**src/rtl/hpdmc_phy_pkg.sv**
```systemverilog
`default_nettype none
// ============================================================================
// Module      : hpdmc_phy_pkg
// Description : Shared state encoding and framing lengths for the HPDMC DDR PHY.
// Revision    : 1.0 - initial release
// ============================================================================
package hpdmc_phy_pkg;

  typedef enum logic [1:0] {
    ST_IDLE = 2'd0,
    ST_PRE  = 2'd1,
    ST_DATA = 2'd2,
    ST_POST = 2'd3
  } state_t;

  localparam int PRE_LEN  = 1;
  localparam int POST_LEN = 1;

endpackage
`default_nettype wire

```
**src/rtl/hpdmc_oddr_lane.sv**
```systemverilog
`default_nettype none
// ============================================================================
// Module      : hpdmc_oddr_lane
// Description : One-bit behavioural DDR output flop; swap in a vendor ODDR here.
// Revision    : 1.0 - initial release
// ============================================================================
module hpdmc_oddr_lane (
  input  logic sys_clk,
  input  logic sys_rst_n,
  input  logic ce,
  input  logic d0,
  input  logic d1,
  output logic q
);

  logic rise_q;
  logic fall_q;

  // Both halves are captured on the rising edge; a dropped ce zeroes the pad.
  always_ff @(posedge sys_clk) begin
    if (!sys_rst_n) begin
      rise_q <= 1'b0;
      fall_q <= 1'b0;
    end else if (ce) begin
      rise_q <= d0;
      fall_q <= d1;
    end else begin
      rise_q <= 1'b0;
      fall_q <= 1'b0;
    end
  end

  assign q = sys_clk ? rise_q : fall_q;

endmodule
`default_nettype wire

```
**src/rtl/hpdmc_oddr_bank.sv**
```systemverilog
`default_nettype none
// ============================================================================
// Module      : hpdmc_oddr_bank
// Description : WIDTH-lane DDR write-data bank with preamble/postamble OE framing.
//               Optional data mask lanes when HPDMC_ODDR_MASK_EN is defined.
// Revision    : 1.0 - initial release
// ============================================================================
module hpdmc_oddr_bank
  import hpdmc_phy_pkg::*;
#(
  parameter int WIDTH = 16,
  parameter int BURST = 4
) (
  input  logic             sys_clk,
  input  logic             sys_rst_n,
  input  logic             wr_start,
  output logic             wr_ready,
  output logic             d_ack,
  input  logic [WIDTH-1:0] d0,
  input  logic [WIDTH-1:0] d1,
`ifdef HPDMC_ODDR_MASK_EN
  input  logic [WIDTH/8-1:0] m0,
  input  logic [WIDTH/8-1:0] m1,
  output logic [WIDTH/8-1:0] dm,
`endif
  output logic [WIDTH-1:0] q,
  output logic             oe,
  output logic             busy
);

  localparam int            CW   = $clog2(BURST) + 1;
  localparam logic [CW-1:0] LAST = CW'(BURST - 1);

  state_t        state_q, state_d;
  logic [CW-1:0] cnt_q, cnt_d;
  logic          oe_q;
  logic          cap_en;

  always_comb begin
    state_d = state_q;
    cnt_d   = cnt_q;
    case (state_q)
      ST_IDLE: if (wr_start) state_d = ST_PRE;
      ST_PRE: begin
        state_d = ST_DATA;
        cnt_d   = '0;
      end
      ST_DATA: begin
        if (cnt_q == LAST) begin
          cnt_d   = '0;
          state_d = wr_start ? ST_DATA : ST_POST;
        end else begin
          cnt_d = cnt_q + 1'b1;
        end
      end
      ST_POST: state_d = wr_start ? ST_PRE : ST_IDLE;
      default: state_d = ST_IDLE;
    endcase
  end

  // oe and the lanes both follow the state being entered, keeping them aligned.
  always_ff @(posedge sys_clk) begin
    if (!sys_rst_n) begin
      state_q <= ST_IDLE;
      cnt_q   <= '0;
      oe_q    <= 1'b0;
    end else begin
      state_q <= state_d;
      cnt_q   <= cnt_d;
      oe_q    <= (state_d != ST_IDLE);
    end
  end

  assign cap_en   = (state_d == ST_DATA);
  assign oe       = oe_q;
  assign busy     = (state_q != ST_IDLE);
  assign d_ack    = (state_q == ST_DATA);
  assign wr_ready = sys_rst_n & ((state_q == ST_IDLE) || (state_q == ST_POST) ||
                                 ((state_q == ST_DATA) && (cnt_q == LAST)));

  for (genvar i = 0; i < WIDTH; i++) begin : g_lane
    hpdmc_oddr_lane u_lane (
      .sys_clk  (sys_clk),
      .sys_rst_n(sys_rst_n),
      .ce       (cap_en),
      .d0       (d0[i]),
      .d1       (d1[i]),
      .q        (q[i])
    );
  end

`ifdef HPDMC_ODDR_MASK_EN
  for (genvar j = 0; j < WIDTH/8; j++) begin : g_dm
    hpdmc_oddr_lane u_lane (
      .sys_clk  (sys_clk),
      .sys_rst_n(sys_rst_n),
      .ce       (cap_en),
      .d0       (m0[j]),
      .d1       (m1[j]),
      .q        (dm[j])
    );
  end
`else
  // No mask lanes in this build.
`endif

endmodule
`default_nettype wire
```
**config.mk**
```make
export PLATFORM = sky130hd
export DESIGN_NAME = hpdmc_oddr_bank
export DESIGN_NICKNAME = d
export VERILOG_FILES = /design/src/rtl/hpdmc_phy_pkg.sv /design/src/rtl/hpdmc_oddr_lane.sv /design/src/rtl/hpdmc_oddr_bank.sv
export SDC_FILE = /design/constraint.sdc
export NUM_CORES = 1
export LEC_CHECK = 0
export ABC_AREA = 1
export BUFFER_PORTS_ARGS = -buffer_cell sky130_fd_sc_hd__buf_2
export CAP_MARGIN = 20
export CORE_MARGIN = 2
export CORE_UTILIZATION = 23
export DETAILED_ROUTE_END_ITERATION = 8
export GPL_TIMING_DRIVEN = 0
export PLACE_DENSITY = 0.41
export SYNTH_ARGS = -nofsm -noshare
export SYNTH_HDL_FRONTEND = slang
export SYNTH_SLANG_ARGS = --single-unit
export TNS_END_PERCENT = 30
```
**constraint.sdc**
```tcl
create_clock -name sys_clk -period 2.7 [get_ports sys_clk]
set_clock_uncertainty 0.2 [all_clocks]
set_input_delay 0.135 -clock sys_clk [delete_from_list [all_inputs] [get_ports sys_clk]]
set_output_delay 0.135 -clock sys_clk [all_outputs]
set_load 0.005 [all_outputs]
```
**Word level (Yosys, flattened, before mapping)**

Index checks and enable logic that the tools add are counted.

- Equality and inequality tests: 5
- Bitwise operators: 1
- Mux-type cells: 23
- Add/subtract/negate cells: 1
- Reductions and logical operators: 8

Operators with widths:

| operator | count |
|---|---|
| 2-to-1 mux 1 bit | 18 |
| case mux 2 bit (4 select lines) | 1 |
| == test 2 bit, second input constant | 3 |
| case mux 3 bit (2 select lines) | 1 |
| nonzero test 2 bit | 3 |
| 2-to-1 mux 2 bit | 2 |
| adder 3 x 1 -> 3 bit, second input constant | 1 |
| == test 3 x 2 -> 1 bit, second input constant | 1 |
| 2-to-1 mux 3 bit | 1 |
| == test 2 x 1 -> 1 bit, second input constant | 1 |
| logical NOT 2 bit | 1 |
| logical OR 1 bit | 2 |
| AND reduction 2 bit | 1 |
| AND 1 bit | 1 |
| logical AND 1 bit | 1 |

- Output and inout port bits: 20
- Bits in registers: 38
- Bits of input ports: 35

**Logic depth before layout (Yosys ltp)**

Gate-level depths: netlist of the first run.

- Depth in word-level cells: 5
- Gate-level depth with buffers: 9
- Depth with buffers taken out: 8

**Modules after synthesis**

A second synthesis of the first run with hierarchy kept.

- Cell total of the unflattened synthesis: 222
- Area, all modules: 1534.0 µm²

Modules (own cells, without submodules):

| module | cells each | seq. area each (µm²) | instances | area an instance (µm²) |
|---|---|---|---|---|
| hpdmc_oddr_lane | 11 | 40.0 | 16 | 73.8 |
| hpdmc_oddr_bank | 46 | 120.1 | 1 | 352.8 |

==> results of run 1 <==
## cell usage in the layout, fill, tap and decap left out, types with 3 or more instances in the layout
cell type / netlist / final
dfxtp_1: 38 / 38
inv_1: 41 / 41
mux2_2: 16 / 13
dlygate4sd3_1: 0 / 34
buf_6: 3 / 6
buf_2: 1 / 51
buf_4: 16 / 15
nand3_1: 6 / 6
nand2_1: 6 / 6
clkbuf_8: 0 / 9
nor2_1: 30 / 30
a21oi_1: 4 / 4
mux2_4: 0 / 3
ha_1: 5 / 5
## timing repair
item | CTS | global route
hold buffers | 34 | 0
pin swaps | 0 | 0
setup buffers | 1 | 0
hold endpoints to repair | 38 | 0
endpoints found under the setup margin | 16 | 8
gates resized for setup | 8 | 1
## per-layer routing
metal,track usage,wire length (um)
met1,0.0744,1320
met3,0.0806,340
met4,0.0952,82
met5,0,0
met2,0.128,1520
## critical path, delay by kind of cell
kind	cells	cell delay [ns]
mux	1	0.29
buf+inv	5	0.64
## layout make-up
| cell class | instances | share of cell area |
|---|---|---|
| well taps | 80 | 0.0392 |
| plain buffers | 17 | 0.0544 |
| clock inverters | 3 | 0.0255 |
| repair buffers | 72 | 0.208 |
| flip-flops and latches | 38 | 0.298 |
| clock buffers | 30 | 0.113 |
| inverters | 42 | 0.0618 |
| multi-input cells | 76 | 0.200 |
## worst min path at each step
stage	slack, ns	start	endpoint	depth (start not counted)
after floorplan	0.05	d1[0]	g_lane[0].u_lane.fall_q$_SDFF_PN0_	2
after global placement	0.15	d1[7]	g_lane[7].u_lane.fall_q$_SDFF_PN0_	3
after detailed placement	0.15	d1[7]	g_lane[7].u_lane.fall_q$_SDFF_PN0_	3
after CTS	0.28	cnt_q[1]$_SDFFE_PN0P_	cnt_q[1]$_SDFFE_PN0P_	2
after global routing	0.28	cnt_q[1]$_SDFFE_PN0P_	cnt_q[1]$_SDFFE_PN0P_	2
final	0.27	cnt_q[1]$_SDFFE_PN0P_	cnt_q[1]$_SDFFE_PN0P_	2
## state kept, by name (all words and copies together), names as in the netlist
register and count:
cnt_q 3, g_lane.u_lane.fall_q 16, g_lane.u_lane.rise_q 16, oe 1, state_q 2
## where the power goes
group	leakage [nW]	switching (mW)	internal, mW
clock network	0.387	0.378	0.761
registers	0.307	0.00761	0.587
logic	0.678	0.0854	0.0950
total	1.37	0.471	1.44
## cells by family after synthesis
group / after synthesis / synth area share
buffers and inverters: 63 / 0.203
flip-flops: 38 / 0.481
multiplexers: 16 / 0.114
AO/OA/AOI/OAI: 8 / 0.0340
adder cells (fa/ha/maj): 5 / 0.0396
AND/OR/NAND/NOR: 47 / 0.129
==> flow_summary.yaml, run 1 <==
detailed_routing:
  vias: 1328
  drt-initial-drc-count: 32
  drt.antenna.violating_nets: 0
  drt-pass1-iter-count: 4
  post-route-drc-count: 0
  drt_wl_total_um: 3250
  wl_per_cell_um: 9.09
  viasPerCell: 3.71
sta:
  hold_slack_ns: 0.271
  setup-violations-final: 0
  worst_pin_slew_ns: 0.228
  rsz0062_at_grt: "no"
  hold_violations: 0
  slew_viol_final: 0
  finalWorstSetupSlack_ns: 0.0703
  slew-limit-headroom: 0.846
  tns_ns: 0
final_layout:
  final_nets: 315
  fin_area_sq_mm: 0.00255
  post-route-util: 0.380
  regArea_sq_um: 761
  drive_gt1_frac: 0.388
  multiInputGateArea_sq_um: 512
  stdcell_count: 358
  antenna_cells: 0
  fillCellCount: 713
  area_growth_pct: 61.4
floorplan:
  boundaryPins: 55
  die_area_sq_mm: 0.00756
  die-width_um: 86.9
  dieHeight_um: 86.9
  design.core.area_sq_mm: 0.00672
  num_rows: 30
  start_util: 0.235
synth:
  ys_async_sr_fraction: 0
  synth_ff_type: "dfxtp_1"
  yosys.cell_types.count: 20
  yosys-top-cells-area: "dfxtp_1 (48%), mux2_2 (11%), inv_1 (9.7%)"
  mappedNetlistArea_sq_mm: 0.00158
  synth_commonest_cells: "inv_1 (41), dfxtp_1 (38), nor2_1 (30)"
  synth.yosys.seq_area_share: 0.481
  synth-edff-count: 0
  syn-num-nets: 217
  yosysTopAreaCellShare: 0.481
  avgSynthCellArea_sq_um: 8.94
  ys_ff_latch: 38
  syn_inst: 177
  synth_top_cell_by_area: "dfxtp_1"
  ys_warn_count: 0
  yosys.cell_count.top_type: "inv_1"
setup_path:
  endpoint: "q[10]"
  path_common_cell: "clkbuf_8"
  r2r_setup_slack_ns: 0.77
  start_kind: "clock port"
  crit_type: "clk -> out"
  r2r-end: "g_lane[12].u_lane.rise_q$_SDFF_PN0_"
  crit_slowest_cell: "mux2_4"
  cp-end-kind: "output pin"
  cp-startpoint: "sys_clk"
  max_stage_delay_ns: 0.29
  cp_max_fo: 6
  rr_worst_depth: 8
  arrival_ns: 2.29
  crit_path_cell_trace: "clkbuf_8 -> clkbuf_8 -> clkbuf_16 -> mux2_4 -> buf_4 -> buf_2"
  reg2reg_from: "state_q[1]$_SDFF_PN0_"
  required_ns: 2.37
clocking:
  clock_latency_ns: 0.39
  cts_tree: "done"
  path_clk_slew_ns: 0.07
global_route:
  grt_pass1_wl_um: 5080
  antenna_found_initial: 0
  grt_max_degree: 12
  overflow: 0
  first_global_vias: 1442
  track_usage: 0.0916
outcome:
  outcome: "finished, final reports clean"
hold_path:
  hold_class: "reg -> reg"
place:
  dp_slack_ns: 0.155
  dp_hpwl_um: 2120
  place_area_sq_mm: 0.00195
  globalplace.congestion: 0.763
  dpl.cell_count: 311
  port_buffers: 54
run:
  maxCapViolCount: 0
power:
  power_density_mw_per_mm2: 750
  p_leak_nw: 1.37
  p_total_mw: 1.91
  irDropWorstVdd_v: 0.000394
Power figures use the tool's default switching activity.
==> inputs of run 2 (changes only) <==
--- a/config.mk
+++ b/config.mk
@@ -9,10 +9,11 @@
 export BUFFER_PORTS_ARGS = -buffer_cell sky130_fd_sc_hd__buf_2
 export CAP_MARGIN = 20
 export CORE_MARGIN = 2
-export CORE_UTILIZATION = 23
+export CORE_UTILIZATION = 52
 export DETAILED_ROUTE_END_ITERATION = 8
 export GPL_TIMING_DRIVEN = 0
-export PLACE_DENSITY = 0.41
+export MAX_ROUTING_LAYER = met4
+export PLACE_DENSITY = 0.81
 export SYNTH_ARGS = -nofsm -noshare
 export SYNTH_HDL_FRONTEND = slang
 export SYNTH_SLANG_ARGS = --single-unit
==> flow_summary.yaml, run 2 (synthesis results as in run 1) <==
final_layout:
  final_common_cell: "buf_2"
  final_nets: 315
  fillCellCount: 198
  area_growth_pct: 51.3
  antenna_cells: 0
  drive_gt1_frac: 0.378
  post-route-util: 0.804
  mostFrequentLayoutCells: "buf_2 (50), inv_1 (41), dfxtp_1 (38)"
  top_regs: "g_lane.u_lane.fall_q: 16 flops, g_lane.u_lane.rise_q: 16 flops, cnt_q: 3 flops"
clocking:
  clock_latency_ns: 0.43
  cts_tree: "done"
  path_clk_slew_ns: 0.10
detailed_routing:
  viasPerCell: 4.55
  drt-pass1-iter-count: 4
  post-route-drc-count: 0
  drt-initial-drc-count: 46
  vias: 1401
  wl_per_cell_um: 12.0
  drt_wl_total_um: 3710
  drt.antenna.violating_nets: 0
place:
  port_buffers: 54
  dp_hpwl_um: 1810
  globalplace.congestion: 0.815
floorplan:
  dieHeight_um: 59.2
  die_area_sq_mm: 0.00350
  design.core.area_sq_mm: 0.00298
  boundaryPins: 55
  num_rows: 20
  start_util: 0.531
  die-width_um: 59.2
sta:
  tns_ns: 0
  hold_violations: 0
  rsz0062_at_grt: "no"
  worst_pin_slew_ns: 0.210
  setup-violations-final: 0
  slew_viol_final: 0
  slew-limit-headroom: 0.859
setup_path:
  start_kind: "clock port"
  crit_type: "clk -> out"
  arrival_ns: 2.30
  cp-end-kind: "output pin"
  cp_max_fo: 5
  reg2reg_from: "state_q[1]$_SDFF_PN0_"
  cp-startpoint: "sys_clk"
  required_ns: 2.37
global_route:
  grt_pass1_wl_um: 5570
  antenna_found_initial: 0
  grt_max_degree: 11
  first_global_vias: 1562
  track_usage: 0.236
  overflow: 0
power:
  p_leak_nw: 1.33
  irDropWorstVdd_v: 0.000419
  power_density_mw_per_mm2: 647
hold_path:
  min-delay-start: "d1[0]"
  hold_class: "in -> reg"
run:
  maxCapViolCount: 0
outcome:
  outcome: "finished, final reports clean"
==> run 2: cell types whose count changed in the layout (fill, tap and decap cells not counted), moves of 2 or more <==
cell           change
clkbuf_16          -2
buf_4              -2
buf_8              +2
dlygate4sd3_1      +2
mux2_2             -2
mux2_4             +2
clkbuf_8           -6
clkbuf_4           +7
bufinv_16          -2
==> run 2: path summary, 6_finish.rpt <==
path	to	slack (ns)	cells after the start
min reg2reg	cnt_q[1]$_SDFFE_PN0P_	0.28	2
max	q[15]	0.07	6
max reg2reg	g_lane[6].u_lane.fall_q$_SDFF_PN0_	0.36	8
min	g_lane[0].u_lane.fall_q$_SDFF_PN0_	0.25	4
==> run 2: report_power, final <==
group / total [mW] / internal, mW / switching, mW / leakage, nW
combinational: 0.184 / 0.0965 / 0.0878 / 0.692
clock: 0.769 / 0.427 / 0.341 / 0.331
sequential: 0.596 / 0.587 / 0.00907 / 0.307
==> run 2: through the flow <==
stage          hold WS [ns]  worst slack (ns)  power [mW]  cell area [sq um]  std cells
2_1_floorplan        0.0472             0.258       0.883               1580        177
6_report              0.246            0.0693        1.55               2390        308
4_1_cts               0.220          -0.00598        1.57               2400        309
3_3_place_gp          0.149             0.155       0.944               1890        264
3_5_place_dp          0.154             0.155       0.948               1890        264
5_1_grt               0.234            0.0445        1.65               2390        308
==> run 2: worst max-delay path: stages <==
cell      delay, ns
clkbuf_8       0.12
clkbuf_8       0.15
buf_8          0.13
mux2_4         0.30
buf_4          0.13
buf_2          0.11
==> run 2: timing repair <==
action / in CTS / in global routing
hold buffers: 36 / 0
endpoints found under the hold margin: 38 / 0
gates resized for setup: 14 / 3
endpoints found under the setup margin: 16 / 6
buffers inserted: 1 / 0
==> run 2: layout make-up <==
type / count / area [sq um] / share of cell area
multi-input cells: 76 / 519 / 0.217
inverters: 42 / 158 / 0.0659
clock buffers: 30 / 240 / 0.100
plain buffers: 15 / 124 / 0.0518
flip-flops and latches: 38 / 761 / 0.318
well taps: 33 / 41.3 / 0.0173
repair buffers: 74 / 551 / 0.230
==> run 2: metal layers <==
metal,track usage,vias up,routed length [um]
li1,-,701,-
met1,0.176,620,1340
met2,0.338,62,1960
met3,0.151,18,265
met4,0.295,0,143
met5,-,-,0
